==> config.mk <==
export PLATFORM = sky130hd
export DESIGN_NAME = muldiv_ctrl
export DESIGN_NICKNAME = d
export VERILOG_FILES = /design/src/rtl/muldiv_ctrl_pkg.sv /design/src/rtl/muldiv_signfix.sv /design/src/rtl/muldiv_ctrl.sv
export SDC_FILE = /design/constraint.sdc
export NUM_CORES = 1
export LEC_CHECK = 0
export CORE_ASPECT_RATIO = 0.75
export CORE_MARGIN = 1
export CORE_UTILIZATION = 42
export CTS_BUF_LIST = sky130_fd_sc_hd__clkbuf_2 sky130_fd_sc_hd__clkbuf_4 sky130_fd_sc_hd__clkbuf_8
export CTS_CLUSTER_SIZE = 14
export DETAILED_ROUTE_END_ITERATION = 8
export PLACE_DENSITY = 0.79
export SLEW_MARGIN = 20
export SYNTH_ARGS = -nofsm -noshare
export SYNTH_HDL_FRONTEND = slang
export SYNTH_SLANG_ARGS = --single-unit
export TNS_END_PERCENT = 5
==> constraint.sdc <==
create_clock -name clk -period 2.2 [get_ports clk]
set_input_delay 0.22 -clock clk [delete_from_list [all_inputs] [get_ports clk]]
set_output_delay 0.22 -clock clk [all_outputs]
set_load 0.05 [all_outputs]
==> src/rtl/muldiv_ctrl_pkg.sv <==
// Shared types for the EX-stage multiply/divide sequencer.
//   op_kind_e : operation encoding presented on op_kind
//   state_e   : sequencer state encoding
//   hilo_t    : {HI, LO} result payload, also the divider {remainder, quotient} layout
package muldiv_ctrl_pkg;

    localparam int unsigned XLEN = 32;
    localparam int unsigned DLEN = 2 * XLEN;

    typedef enum logic [1:0] {
        OP_MULT  = 2'd0,
        OP_MULTU = 2'd1,
        OP_DIV   = 2'd2,
        OP_DIVU  = 2'd3
    } op_kind_e;

    typedef enum logic [2:0] {
        S_IDLE     = 3'd0,
        S_MUL      = 3'd1,
        S_DIV_GO   = 3'd2,
        S_DIV_WAIT = 3'd3,
        S_DONE     = 3'd4
    } state_e;

    typedef struct packed {
        logic [XLEN-1:0] hi;
        logic [XLEN-1:0] lo;
    } hilo_t;

    // Divide kinds share the upper encoding bit.
    function automatic logic is_div(input op_kind_e k);
        return k[1];
    endfunction

endpackage

==> src/rtl/muldiv_signfix.sv <==
// Combinational sign handling for signed multiply.
//   sgn        : operands are two's complement (MULT)
//   a, b       : raw operands
//   prod       : unsigned magnitude product from the multiplier core
//   prod_neg   : latched negate flag for the in-flight product
//   a_mag_c    : |a| when signed, else a
//   b_mag_c    : |b| when signed, else b
//   neg_c      : product must be negated (signs differ, signed op only)
//   prod_fix_c : prod, two's-complement negated when prod_neg
module muldiv_signfix
    import muldiv_ctrl_pkg::*;
(
    input  logic            sgn,
    input  logic [XLEN-1:0] a,
    input  logic [XLEN-1:0] b,
    input  logic [DLEN-1:0] prod,
    input  logic            prod_neg,
    output logic [XLEN-1:0] a_mag_c,
    output logic [XLEN-1:0] b_mag_c,
    output logic            neg_c,
    output logic [DLEN-1:0] prod_fix_c
);

    // 0x80000000 maps to itself, which is the correct unsigned magnitude.
    assign a_mag_c    = (sgn && a[XLEN-1]) ? XLEN'(-a) : a;
    assign b_mag_c    = (sgn && b[XLEN-1]) ? XLEN'(-b) : b;
    assign neg_c      = sgn && (a[XLEN-1] ^ b[XLEN-1]);
    assign prod_fix_c = prod_neg ? DLEN'(-prod) : prod;

endmodule

==> src/rtl/muldiv_ctrl.sv <==
// EX-stage multiply/divide sequencer. Latches operands at issue, drives a
// fixed-latency pipelined multiplier and a start/ready iterative divider,
// raises the pipeline stall and emits a one-cycle HI/LO write-back.
//   clk, rst          : clock, asynchronous active-low reset
//   op_valid/op_kind  : mult/div op held in EX (stable while stall)
//   a, b              : rs / rt operands
//   flush             : abort current op, no write-back
//   stall             : freeze IF..EX (combinational, high in issue cycle)
//   hilo_we, hi, lo   : HI/LO write strobe and result
//   mul_*             : multiplier operands, product, synchronous clear
//   div_*             : divider operands, start, mode, result, ready, cancel
module muldiv_ctrl
    import muldiv_ctrl_pkg::*;
#(
    parameter int unsigned MUL_LAT = 5,
    parameter int unsigned CNT_W   = 4
) (
    input  logic            clk,
    input  logic            rst,
    input  logic            op_valid,
    input  logic [1:0]      op_kind,
    input  logic [XLEN-1:0] a,
    input  logic [XLEN-1:0] b,
    input  logic            flush,
    output logic            stall,
    output logic            hilo_we,
    output logic [XLEN-1:0] hi,
    output logic [XLEN-1:0] lo,
    output logic [XLEN-1:0] mul_a,
    output logic [XLEN-1:0] mul_b,
    input  logic [DLEN-1:0] mul_p,
    output logic            mul_sclr,
    output logic            div_start,
    output logic            div_signed,
    output logic [XLEN-1:0] div_a,
    output logic [XLEN-1:0] div_b,
    input  logic [DLEN-1:0] div_result,
    input  logic            div_ready,
    output logic            div_cancel
);

    localparam int unsigned OPCHK_W = 1 + 2 + 2 * XLEN;

    state_e            state_q;
    state_e            state_d;
    op_kind_e          kind;
    logic [CNT_W-1:0]  cnt_q;
    logic              neg_q;
    hilo_t             hilo_q;
    logic              issue;
    logic              div_zero;
    logic              mul_cap;
    logic              div_cap;
    logic [XLEN-1:0]   a_mag_c;
    logic [XLEN-1:0]   b_mag_c;
    logic              neg_c;
    logic [DLEN-1:0]   prod_fix_c;

    assign kind     = op_kind_e'(op_kind);
    assign issue    = (state_q == S_IDLE) && op_valid && !flush;
    assign div_zero = (b == '0);
    // Product is valid in MUL cycle MUL_LAT+1, i.e. when the counter reads MUL_LAT.
    assign mul_cap  = (state_q == S_MUL) && (cnt_q == CNT_W'(MUL_LAT)) && !flush;
    assign div_cap  = (state_q == S_DIV_WAIT) && div_ready && !flush;

    // Magnitudes and negate flag for signed MULT; product fix-up uses the latched flag.
    muldiv_signfix u_signfix (
        .sgn        (kind == OP_MULT),
        .a          (a),
        .b          (b),
        .prod       (mul_p),
        .prod_neg   (neg_q),
        .a_mag_c    (a_mag_c),
        .b_mag_c    (b_mag_c),
        .neg_c      (neg_c),
        .prod_fix_c (prod_fix_c)
    );

    // State register.
    always_ff @(posedge clk or negedge rst) begin
        if (!rst) begin
            state_q <= S_IDLE;
        end else begin
            state_q <= state_d;
        end
    end

    // Next-state logic; flush overrides every transition.
    always_comb begin
        state_d = state_q;
        case (state_q)
            S_IDLE: begin
                if (issue) begin
                    if (is_div(kind)) begin
                        state_d = div_zero ? S_DONE : S_DIV_GO;
                    end else begin
                        state_d = S_MUL;
                    end
                end
            end
            S_MUL: begin
                if (cnt_q == CNT_W'(MUL_LAT)) begin
                    state_d = S_DONE;
                end
            end
            S_DIV_GO:   state_d = S_DIV_WAIT;
            S_DIV_WAIT: begin
                if (div_ready) begin
                    state_d = S_DONE;
                end
            end
            S_DONE:     state_d = S_IDLE;
            default:    state_d = S_IDLE;
        endcase
        if (flush) begin
            state_d = S_IDLE;
        end
    end

    // Stall and write strobe must react to flush within the same cycle.
    assign stall   = rst && !flush &&
                     (((state_q == S_IDLE) && op_valid) || (state_q == S_MUL) ||
                      (state_q == S_DIV_GO) || (state_q == S_DIV_WAIT));
    assign hilo_we = rst && !flush && (state_q == S_DONE);

    assign hi = hilo_q.hi;
    assign lo = hilo_q.lo;

    // Operand latching, result capture and one-cycle control pulses.
    always_ff @(posedge clk or negedge rst) begin
        if (!rst) begin
            cnt_q      <= '0;
            neg_q      <= 1'b0;
            hilo_q     <= '0;
            mul_a      <= '0;
            mul_b      <= '0;
            div_a      <= '0;
            div_b      <= '0;
            div_signed <= 1'b0;
            div_start  <= 1'b0;
            div_cancel <= 1'b0;
            mul_sclr   <= 1'b0;
        end else begin
            div_start  <= (state_d == S_DIV_GO);
            div_cancel <= flush && ((state_q == S_DIV_GO) || (state_q == S_DIV_WAIT));
            mul_sclr   <= flush && (state_q == S_MUL);
            cnt_q      <= (state_q == S_MUL) ? cnt_q + CNT_W'(1) : '0;
            if (state_d == S_IDLE) begin
                div_signed <= 1'b0;
            end
            if (issue) begin
                if (is_div(kind)) begin
                    div_a      <= a;
                    div_b      <= b;
                    div_signed <= (kind == OP_DIV);
                    if (div_zero) begin
                        hilo_q.hi <= a;
                        hilo_q.lo <= '1;
                    end
                end else begin
                    mul_a <= a_mag_c;
                    mul_b <= b_mag_c;
                    neg_q <= neg_c;
                end
            end
            if (mul_cap) begin
                hilo_q <= hilo_t'(prod_fix_c);
            end
            if (div_cap) begin
                hilo_q <= hilo_t'(div_result);
            end
        end
    end

    // Protocol check: EX must not change the op while it is being stalled.
    logic               stall_prev_q;
    logic [OPCHK_W-1:0] op_prev_q;

    always_ff @(posedge clk or negedge rst) begin
        if (!rst) begin
            stall_prev_q <= 1'b0;
            op_prev_q    <= '0;
        end else begin
            stall_prev_q <= stall;
            op_prev_q    <= {op_valid, op_kind, a, b};
            if (stall_prev_q) begin
                assert (op_prev_q == {op_valid, op_kind, a, b});
            end
        end
    end

endmodule

==> results.cfg <==
[outcome]
outcome = finished, final reports clean

[pwr]
power_mw = 16.0
switching_share_pct = 41.2
p_switching_mw = 6.60
power_frac_comb_pct = 43.9
pwr_density_cell_mw_per_mm2 = 869
worst_ir_drop_vdd_uv = 607
p_int_mw = 9.42
p_leak_nw = 7.74
clkPwrFrac_pct = 24.7
seqPwrFrac_pct = 31.3

[worst_setup_path]
path_max_fanout = 5
setup.worst_path.start_class = primary input
crit_required_ns = 2.60
cp-end-kind = flop
worst-setup-path-type = in2reg
arrival_ns = 2.55
rr_worst_depth = 9

[clocking]
clock-root-buffer = clkbuf_8
ctsHtreeMaxLevel = 2
cts_tree = done
path_clk_slew_ns = 0.06
clock_latency_ns = 0.54
numCtsBuffers = 36
clock_tree.buffer_depth = 3
clock_sinks = 204

[timing]
fin_crit_sh_pct = 97.8
min_period_ns = 2.15
fmax_ghz = 0.465
hold_viol = 0
setup_viol = 0
finalMaxSlewViolations = 0
tightestPinTransition_ns = 0.750
grt_setup_unrepaired = true
slew_headroom_pct = 50.0
hold_slack_ns = 0.0998
clock_skew_ns = 0.0234

[yosys]
yosys.cell_types.count = 72
synth-seq-cells = 204
synthesis.area_mm2 = 0.0112
synth-async-reset-ratio_pct = 100
syn_nets = 1376
synth.avg_cell_area_um2 = 9.54
synthCells = 1172
synth_edf_count = 0
synth_flop_cell = dfrtp_1
yosysWarnings = 0
ys_seq_area_share_pct = 45.7

[floorplan]
coreArea_mm2 = 0.0260
die_x_um = 190
start_util_pct = 42.9
design.die.area_mm2 = 0.0273
num_rows = 51
die_h_um = 143
ioPinCount = 397

[cells_and_area]
postLayoutCellArea_mm2 = 0.0184
multi_input_area_mm2 = 0.00587
drive_gt1_share_pct = 24.3
fillers = 1962
regArea_mm2 = 0.00511
area_growth_pct = 64.9
final_common_cell = clkdlybuf4s50_1
mostFrequentLayoutCells = 389 x clkdlybuf4s50_1, 247 x buf_4, 201 x dfrtp_1
nets = 2004

[place]
portBuffers = 396
place_hpwl_um = 36500
place_area_mm2 = 0.0174
gp_congestion = 0.964

[drt]
via_per_inst = 5.62
wl_per_cell_um = 21.5
highest_layer = met5
drtIter0Drc = 1061
wl_met2_um = 20400
wl_met1_um = 20000
postRouteAntennaNets = 0
routed_wl_um = 46600
drc = 0
vias = 12200
drtPass1Iterations = 5
wl_met3_um = 4600

[global_route]
grt_max_degree = 96
gr-total-overflow = 0
antenna_found_initial = 5
grt.total_usage_pct = 33.1
first_global_vias = 11700
grt_pass1_wl_um = 68600

[worst_hold_path]
worst_hold_path_type = in2async

[flow_run]
drv_cap = 0
## what timing repair did
action / 4_1_cts / 5_1_grt
resized for setup: 3 / 35
pin swaps: 0 / 10
hold buffers: 1 / 0
gates cloned: 0 / 1
hold endpoints to repair: 204 / 0
setup endpoints to repair: 10 / 43
buffers inserted: 1 / 5
## sequential cells by signal (all words and copies together) (netlist names)
name,count
cnt_q,4
div_a,32
div_b,32
div_cancel,1
div_signed,1
div_start,1
hi,32
lo,32
mul_a,32
mul_b,32
mul_sclr,1
neg_q,1
state_q,3
## power groups by stage
stage          Combinational, mW  Sequential, mW  Clock, mW
2_1_floorplan               1.26            7.76          0
3_3_place_gp                6.90            5.03          0
3_5_place_dp                6.99            5.06          0
4_1_cts                     7.02            5.01       4.01
5_1_grt                     7.33            5.09       4.19
6_report                    7.04            5.02       3.96
## worst max-delay path, cell delays in order
cell             delay, ns
clkdlybuf4s50_1       0.46
buf_4                 0.18
nor2_2                0.23
nand4_1               0.17
or3b_2                0.55
o31ai_2               0.23
xor2_1                0.38
a211oi_2              0.13
## synthesized netlist by cell type (4+ instances only)
library cell / count / area, um^2
o221ai_1: 12 / 105
nor4_1: 15 / 93.8
nand4_1: 12 / 75.1
ha_1: 5 / 62.6
o22ai_1: 40 / 250
a211oi_1: 10 / 75.1
nand2b_1: 9 / 56.3
o32ai_1: 6 / 52.6
or3_1: 18 / 113
xnor2_1: 51 / 447
nand2_1: 132 / 495
o21ai_1: 9 / 45.0
mux2_2: 58 / 653
inv_1: 13 / 48.8
a31oi_1: 13 / 81.3
nand3_1: 18 / 90.1
and3_1: 10 / 62.6
o21ai_0: 102 / 510
clkbuf_1: 62 / 233
or4_1: 18 / 135
nor2_1: 100 / 375
and2_1: 5 / 31.3
a21oi_1: 50 / 250
nor3_1: 24 / 120
dfrtp_1: 204 / 5100
o31ai_1: 26 / 195
o41ai_1: 15 / 131
nor4_4: 4 / 85.1
mux2i_1: 7 / 70.1
xor2_1: 54 / 473
buf_2: 4 / 20.0
## final timing paths
kind / end / slack, ns / start
max in group asynchronous: lo[20] / 1.14 / rst
min: div_signed / 0.1 / rst
max: lo[17] / 0.05 / mul_p[6]
max reg2reg: hi[11] / 0.08 / state_q[2]
min in group clk: div_b[16] / 0.11 / b[16]
min reg2reg: mul_b[19] / 0.48 / mul_b[19]
## kinds of logic after synthesis
logic type                 after synthesis  synth area share [%]
xor gates and xnor gates               105                  8.23
DFF                                    204                  45.7
and+or+nand+nor                        391                  17.8
muxes                                   65                  6.47
buffers and inverters                   85                  3.10
adders and majority gates                5                 0.560
AOI/OAI and AO/OA                      317                  18.2
## final cells by class
type | count | area share [%]
timing repair buffer | 661 | 33.4
multi-input combinational | 883 | 31.9
sequential | 204 | 27.7
clock buffer | 53 | 3.62
tap | 344 | 2.33
clock inverter | 9 | 0.699
inverter | 14 | 0.285
antenna | 3 | 0.0407
## per-stage QoR
step	std cells	worst slack (ns)	util, %	setup TNS [ns]
global route	2170	-0.0414	70.8	-0.141
global placement	2098	-0.534	66.8	-38.19
CTS	2162	0.00782	70.0	0
detailed placement	2098	-0.627	66.8	-43.31
floorplan	1172	0.00950	-	0
finish	2171	0.0483	70.8	0
## metal layers
metal	vias up	GRT usage, %
met5	-	0
met4	2	12.0
met2	624	49.4
met3	97	8.94
met1	5911	46.0
li1	5557	-
No activity file was read; power rests on OpenSTA's default activity.
